### src/rtl/ss_pkg.sv
// ---------------------------------------------------------------------------
// ss_pkg
// Shared types and constants for the Serie_Serie shift sequencer.
//   state_t   : sequencer FSM states (IDLE, SHIFT, DONE)
//   DIR_RIGHT : shift direction right, LSB first
//   DIR_LEFT  : shift direction left, MSB first
//   SS_WIDTH  : default SISO register / parallel word width, shared with
//               Serie_Serie_Register
// ---------------------------------------------------------------------------
package ss_pkg;

    typedef enum logic [1:0] {
        IDLE  = 2'd0,
        SHIFT = 2'd1,
        DONE  = 2'd2
    } state_t;

    localparam logic DIR_RIGHT = 1'b0;
    localparam logic DIR_LEFT  = 1'b1;

    localparam int SS_WIDTH = 8;

endpackage

### src/rtl/ss_shift_sequencer.sv
// ---------------------------------------------------------------------------
// ss_shift_sequencer
// Sequences a serial-in/serial-out shift register through one exchange pass
// of exactly WIDTH shifts per accepted request. The parallel word is
// streamed into the register while the WIDTH bits leaving it are captured
// into data_out.
//
// Ports:
//   clock        : rising-edge clock
//   reset        : synchronous, active-high reset
//   start        : pass request, sampled only in IDLE
//   dir          : pass direction (0 right/LSB first, 1 left/MSB first)
//   stall        : freezes the pass for the current SHIFT cycle
//   data_in      : word to load, latched on acceptance
//   busy         : high from the cycle after acceptance through DONE
//   done         : one-cycle completion pulse
//   data_out     : captured old register contents
//   sr_in        : serial data to the SISO in pin
//   sr_enable    : SISO enable pin
//   sr_leftright : SISO leftright pin (latched direction)
//   sr_out       : serial data from the SISO out pin
//   dbg_state_o  : current FSM state, for observation only
//
// Request handshake: start acts as a valid with an implicit ready that is
// high only in IDLE. A request is accepted on the edge where start=1 and
// the FSM is in IDLE; start in SHIFT or DONE is dropped, never queued.
// ---------------------------------------------------------------------------
module ss_shift_sequencer
    import ss_pkg::*;
#(
    parameter  int WIDTH = SS_WIDTH,
    localparam int CNT_W = $clog2(WIDTH + 1)
) (
    input  logic             clock,
    input  logic             reset,
    input  logic             start,
    input  logic             dir,
    input  logic             stall,
    input  logic [WIDTH-1:0] data_in,
    output logic             busy,
    output logic             done,
    output logic [WIDTH-1:0] data_out,
    output logic             sr_in,
    output logic             sr_enable,
    output logic             sr_leftright,
    input  logic             sr_out,
    output state_t           dbg_state_o
);

    localparam int               IDX_W = $clog2(WIDTH);
    localparam logic [CNT_W-1:0] LAST  = CNT_W'(WIDTH - 1);

    state_t             state_q, state_d;
    logic [CNT_W-1:0]   cnt_q, cnt_d;
    logic [WIDTH-1:0]   load_q, load_d;
    logic               dir_q, dir_d;
    logic [WIDTH-1:0]   dout_q, dout_d;
    logic               busy_q, busy_d;
    logic               done_q, done_d;
    logic [IDX_W-1:0]   bit_idx;

    // Both the outgoing load bit and the capture slot use the same position:
    // cnt for right passes, mirrored for left passes. cnt never exceeds
    // WIDTH-1 while in SHIFT, so truncation to IDX_W bits is lossless.
    always_comb begin
        if (dir_q == DIR_LEFT) begin
            bit_idx = IDX_W'(LAST - cnt_q);
        end else begin
            bit_idx = cnt_q[IDX_W-1:0];
        end
    end

    always_comb begin
        state_d   = state_q;
        cnt_d     = cnt_q;
        load_d    = load_q;
        dir_d     = dir_q;
        dout_d    = dout_q;
        sr_enable = 1'b0;
        sr_in     = 1'b0;

        case (state_q)
            IDLE: begin
                if (start) begin
                    state_d = SHIFT;
                    load_d  = data_in;
                    dir_d   = dir;
                    cnt_d   = '0;
                    dout_d  = '0;
                end
            end
            SHIFT: begin
                sr_enable = ~stall;
                sr_in     = load_q[bit_idx];
                if (!stall) begin
                    // sr_out is the register's current edge bit, i.e. the bit
                    // that leaves on this same edge.
                    dout_d[bit_idx] = sr_out;
                    cnt_d           = cnt_q + CNT_W'(1);
                    if (cnt_q == LAST) begin
                        state_d = DONE;
                    end
                end
            end
            DONE: begin
                state_d = IDLE;
            end
            default: begin
                state_d = IDLE;
            end
        endcase

        busy_d = (state_d != IDLE);
        done_d = (state_d == DONE);
    end

    always_ff @(posedge clock) begin
        if (reset) begin
            state_q <= IDLE;
            cnt_q   <= '0;
            load_q  <= '0;
            dir_q   <= DIR_RIGHT;
            dout_q  <= '0;
            busy_q  <= 1'b0;
            done_q  <= 1'b0;
        end else begin
            state_q <= state_d;
            cnt_q   <= cnt_d;
            load_q  <= load_d;
            dir_q   <= dir_d;
            dout_q  <= dout_d;
            busy_q  <= busy_d;
            done_q  <= done_d;
        end
    end

    assign busy         = busy_q;
    assign done         = done_q;
    assign data_out     = dout_q;
    assign sr_leftright = dir_q;
    assign dbg_state_o  = state_q;

endmodule

### config.mk
export PLATFORM = sky130hd
export DESIGN_NAME = ss_shift_sequencer
export DESIGN_NICKNAME = d
export VERILOG_FILES = /design/src/rtl/ss_pkg.sv /design/src/rtl/ss_shift_sequencer.sv
export SDC_FILE = /design/constraint.sdc
export NUM_CORES = 1
export LEC_CHECK = 0
export ABC_AREA = 1
export CAP_MARGIN = 5
export CORE_ASPECT_RATIO = 1.4
export CORE_MARGIN = 4
export CORE_UTILIZATION = 32
export DETAILED_ROUTE_END_ITERATION = 8
export SLEW_MARGIN = 20
export SYNTH_ARGS = -nofsm -noshare
export SYNTH_HDL_FRONTEND = slang
export SYNTH_SLANG_ARGS = --single-unit
### constraint.sdc
create_clock -name clock -period 3.2 [get_ports clock]
set_input_delay 0.64 -clock clock [delete_from_list [all_inputs] [get_ports clock]]
set_output_delay 0.64 -clock clock [all_outputs]
set_load 0.01 [all_outputs]
Yosys cells after proc, flatten, opt, wreduce, memory -nomap -nowiden
Index checks and enable logic that the tools add are counted.
{ "word_totals": {"ff_bits": 25, "out_inout_bits": 15, "inputBits": 14} }
{ "classes": {"n_reduce_logical": 6, "magnitude_cmp": 2, "bitwise": 1, "n_addsub": 2, "n_eq_ne": 5, "mux": 18} }
{ "ops": {"columns": ["operator", "n"], "rows": [
  ["8-bit two-way mux", 2],
  ["8-bit one-hot mux with 2 select lines", 1],
  ["8-bit bitwise mux", 1],
  ["4-bit two-way mux", 2],
  ["4-bit one-hot mux with 2 select lines", 1],
  ["2-bit two-way mux", 3],
  ["4-bit by 1-bit adder with 4-bit output, second input constant", 1],
  ["4-bit by 3-bit == test with 1-bit output, second input constant", 1],
  ["3-bit by 4-bit less-than comparator with 1-bit output, second input constant", 1],
  ["1-bit two-way mux", 4],
  ["2-bit != test, second input constant", 2],
  ["2-bit one-hot mux with 2 select lines", 1],
  ["2-bit nonzero test", 2],
  ["1-bit binary-select mux with 3-bit select", 1],
  ["1-bit demux with 3-bit select", 1],
  ["3-bit by 1-bit >= comparator with 1-bit output, second input constant", 1],
  ["3-bit two-way mux", 1],
  ["3-bit AND reduction", 1],
  ["3-bit subtractor, first input constant", 1],
  ["2-bit by 1-bit == test with 1-bit output, second input constant", 1],
  ["2-bit == test, second input constant", 1],
  ["2-bit logical NOT", 1],
  ["2-bit AND reduction", 1],
  ["1-bit logical AND", 1],
  ["1-bit inverter", 1]
]} }

Longest topological paths before layout
{ "depth": {"depth_word": 9, "depth_mapped": 9, "depth_no_buf": 8} }

Worst setup path before layout
No wires, ideal clock.
{ "synth_timing": {"path_type": "reg-to-output", "from": "register dir_q (netlist: sr_leftright)", "to": "output port sr_in", "stages_incl_launch_ff": 10, "path_slack_ns": 1.325, "arrival_time_ns": 1.235, "t_required_ns": 2.560, "cell_sequence": "dfxtp_1 inv_2 nand2_2 nand2_2 buf_6 nand2_2 nand3_1 nand3_1 nand2_1 nor2_1"} }
{ "synth_between": {"elab_chain_len": 4} }
{ "synth_rtl": {"columns": ["element", "line", "source"], "rows": [
  ["start: declaration", "ss_shift_sequencer.sv:56", "logic dir_q, dir_d;"],
  ["start signal: assignment", "ss_shift_sequencer.sv:130", "dir_q <= dir_d;"],
  ["3-bit two-way mux", "ss_shift_sequencer.sv:66", "if (dir_q == DIR_LEFT) begin"],
  ["1-bit binary-select mux with 3-bit select", "ss_shift_sequencer.sv:94", "sr_in = load_q[bit_idx];"],
  ["1-bit two-way mux (implied by the code)", "ss_shift_sequencer.sv:94", null],
  ["1-bit two-way mux", "ss_shift_sequencer.sv:82", "case (state_q)"],
  ["end: declaration", "ss_shift_sequencer.sv:43", "output logic sr_in,"]
]} }
Every way passes these cells. The select of a mux whose other input is x is not followed.

Worst setup path after layout
Ends and elaborated chain as after synthesis.

==> metrics.yaml <==
tns_ns: 0
crit_fanout: 11
ir_worst_vdd_v: 0.000174
nNetsFinal: 244
max_stage_delay_ns: 0.56
pwr-share-clk_pct: 26.6
combPwrFrac_pct: 24.7
max_slew.worst_pin.slew_ns: 0.514
cts.sinks: 25
drtIter0Drc: 18
wl_per_cell_um: 10.9
critical_path_required_ns: 2.56
worstPathArrival_ns: 2.09
synth_mux_area_share_pct: 0
gp_congestion: 0.761
worstSetupPathType: "reg2out"
firstDrtPassIters: 4
ys_ff_latch: 25
coreArea_um2: 3990
fmax_mhz: 366
ant_nets: 0
fillers: 458
avgViaCountPerCell: 4.74
leakage_nw: 0.682
start_util_pct: 33.6
synth_top_cell_by_area: "dfxtp_1"
netlist.area_leader.share_pct: 37.4
drive_above_1_share_pct: 10.1
finalCritPeriodShare_pct: 85.4
drv_cap: 0
dpl.hpwl_um: 2230
switching_power_uw: 205
async_flop_share_pct: 0
io_pins: 29
min_period_ns: 2.73
synth_edf_count: 0
crit_chain: "inv_2, nand2_1, nand2_1, nand2_1, nand3_1, nand3_1, nand2_1, nor2_1, clkdlybuf4s50_1"
finalNonFillerCells: 271
finalHoldViolCount: 0
syn-num-nets: 217
crit_buf_inv: 2
drc: 0
p_int_uw: 497
grt_usage_pct: 12.1
seq_area_um2: 500
rows: 27
syn_to_final_growth_pct: 25.4
cts_hold_buf: 0
die_w_um: 62.7
cts_setup_buffers: 0
cts_resized: 0
fin_worst_skew_ns: 0.000837
slew_headroom_pct: 65.7
die_area_um2: 5300
synthTopCellsByCount: "34 x nand2_1, 31 x nand3_1, 29 x nor2_1"
numPlacedInstances: 267
slew_viol_final: 0
synthAdderAreaFrac_pct: 0.935
clockRootBuffer: "clkbuf_8"
antenna_cells: 0
syn_inst: 202
finalSetupViolCount: 0
synth_top_family_by_area: "simple AND/OR/NAND/NOR gates"
hold_path.class: "reg2reg"
syn_avg_cell_area_um2: 6.63
status: "finished clean"
endpoint_kind: "output port"
cts_buffers: 3
slowest_stage: "clkdlybuf4s50_1"
grt_pass1_vias: 1228
synthSimpleGateAreaFrac_pct: 39.6
synth_compound_area_share_pct: 11.9
power_frac_seq_pct: 48.8
clk_latency_ns: 0.27
io_buffer_count: 28
synth_seq_area_share_pct: 37.4
htree_levels: 1
cpMostUsedCell: "nand2_1"
cts_tree: "done"
syn_area_um2: 1340
clkSlewWorstSetupHoldPaths_ns: 0.08
multiInputGateArea_um2: 702
ys.flop_type: "dfxtp_1"
switching_share_pct: 29.2
grt_antenna_before_repair: 0
clk_path_buf_depth: 2
rsz0062_at_grt: "no"
dr_total_vias: 1285
synth_xor_area_share_pct: 0
start_kind: "register"
cpLargestDelayFamily: "buffers and inverters"
drt_wl_total_um: 2950
synthTopCellsByArea: "dfxtp_1 37%, nand3_1 12%, nand2_1 9.5%, nor2_1 8.1%, a21oi_1 6.7%"
die_y_um: 84.5
overflow: 0
finalPower_uw: 702
ys_types: 21
synth_most_common_cell: "nand2_1"
grt_max_degree: 23
yosysWarnings: 0
power.density_nw_per_um2: 418
grt_pass1_wl_um: 5240
-- cell families (layout without fill, tap and decap cells) --
kind of cell,after synthesis,after routing
flip-flops,25,25
AND/OR/NAND/NOR,114,114
adder cells (fa/ha/maj),1,1
AO/OA/AOI/OAI,31,31
buffers and inverters,31,57
-- layout by cell type (no fill, tap or decap) --
cell and instances:
nand2_4 2, a31oi_1 1, a211oi_1 1, nor3_1 2, ha_1 1, nor2_1 29, nand2_2 9, nor3b_1 1
nor2_2 4, inv_2 2, dfxtp_1 25, clkbuf_1 1, nor2_4 1, clkdlybuf4s50_1 28, o21ai_0 11, a21oi_1 18
clkbuf_8 3, nand3_1 31, inv_1 22, or2_2 1, buf_4 1, nand2_1 34
-- metal layers --
layer	track usage (%)	vias up	wire length [um]
li1	-	699	-
met1	12.9	559	1260
met2	22.7	22	1510
met3	2.68	5	133
met4	4.82	0	54
met5	0	-	0
-- power by group through the flow --
stage	registers (mW)	logic, mW	clock network [mW]
after floorplan	0.354	0.112	0
after global placement	0.349	0.175	0
after detailed placement	0.350	0.176	0
after CTS	0.343	0.176	0.198
after global routing	0.346	0.196	0.208
final	0.342	0.173	0.186
-- state kept, by name, indices dropped and copies added, names as in the netlist --
name / flops
busy: 1
dbg_state_o: 2
cnt_q: 4
load_q: 8
done: 1
data_out: 8
sr_leftright: 1
-- worst min-delay path: stages (launching register included) --
cell and delay, ns:
dfxtp_1 0.30, inv_1 0.06, a21oi_1 0.06
-- final timing paths --
path | from | to | slack (ns) | depth (start not counted)
setup / recovery | sr_leftright$_SDFFE_PP0P_ | sr_in | 0.47 | 9
hold / removal | load_q[1]$_SDFFE_PP0P_ | load_q[1]$_SDFFE_PP0P_ | 0.46 | 2
hold reg to reg | load_q[1]$_SDFFE_PP0P_ | load_q[1]$_SDFFE_PP0P_ | 0.46 | 2
setup reg to reg | dbg_state_o[1]$_SDFF_PP0_ | data_out[7]$_SDFFE_PP0P_ | 1.69 | 7
-- cell type report --
| cell class | instances | area share (%) |
|---|---|---|
| tap | 43 | 3.20 |
| sequential | 25 | 29.8 |
| timing repair buffer | 29 | 17.1 |
| inverter | 24 | 5.37 |
| clock buffer | 4 | 2.68 |
| multi-input combinational | 146 | 41.8 |
-- per-stage QoR --
stage	util [%]	setup slack [ns]	area, um^2	hold WS, ns
after floorplan	-	1.32	1340	0.429
after global placement	41.0	0.673	1630	0.445
after detailed placement	41.0	0.647	1630	0.451
after CTS	42.1	0.433	1680	0.464
after global routing	42.1	0.182	1680	0.492
final	42.1	0.468	1680	0.462
Note: power is estimated with default switching activity, not from simulation.
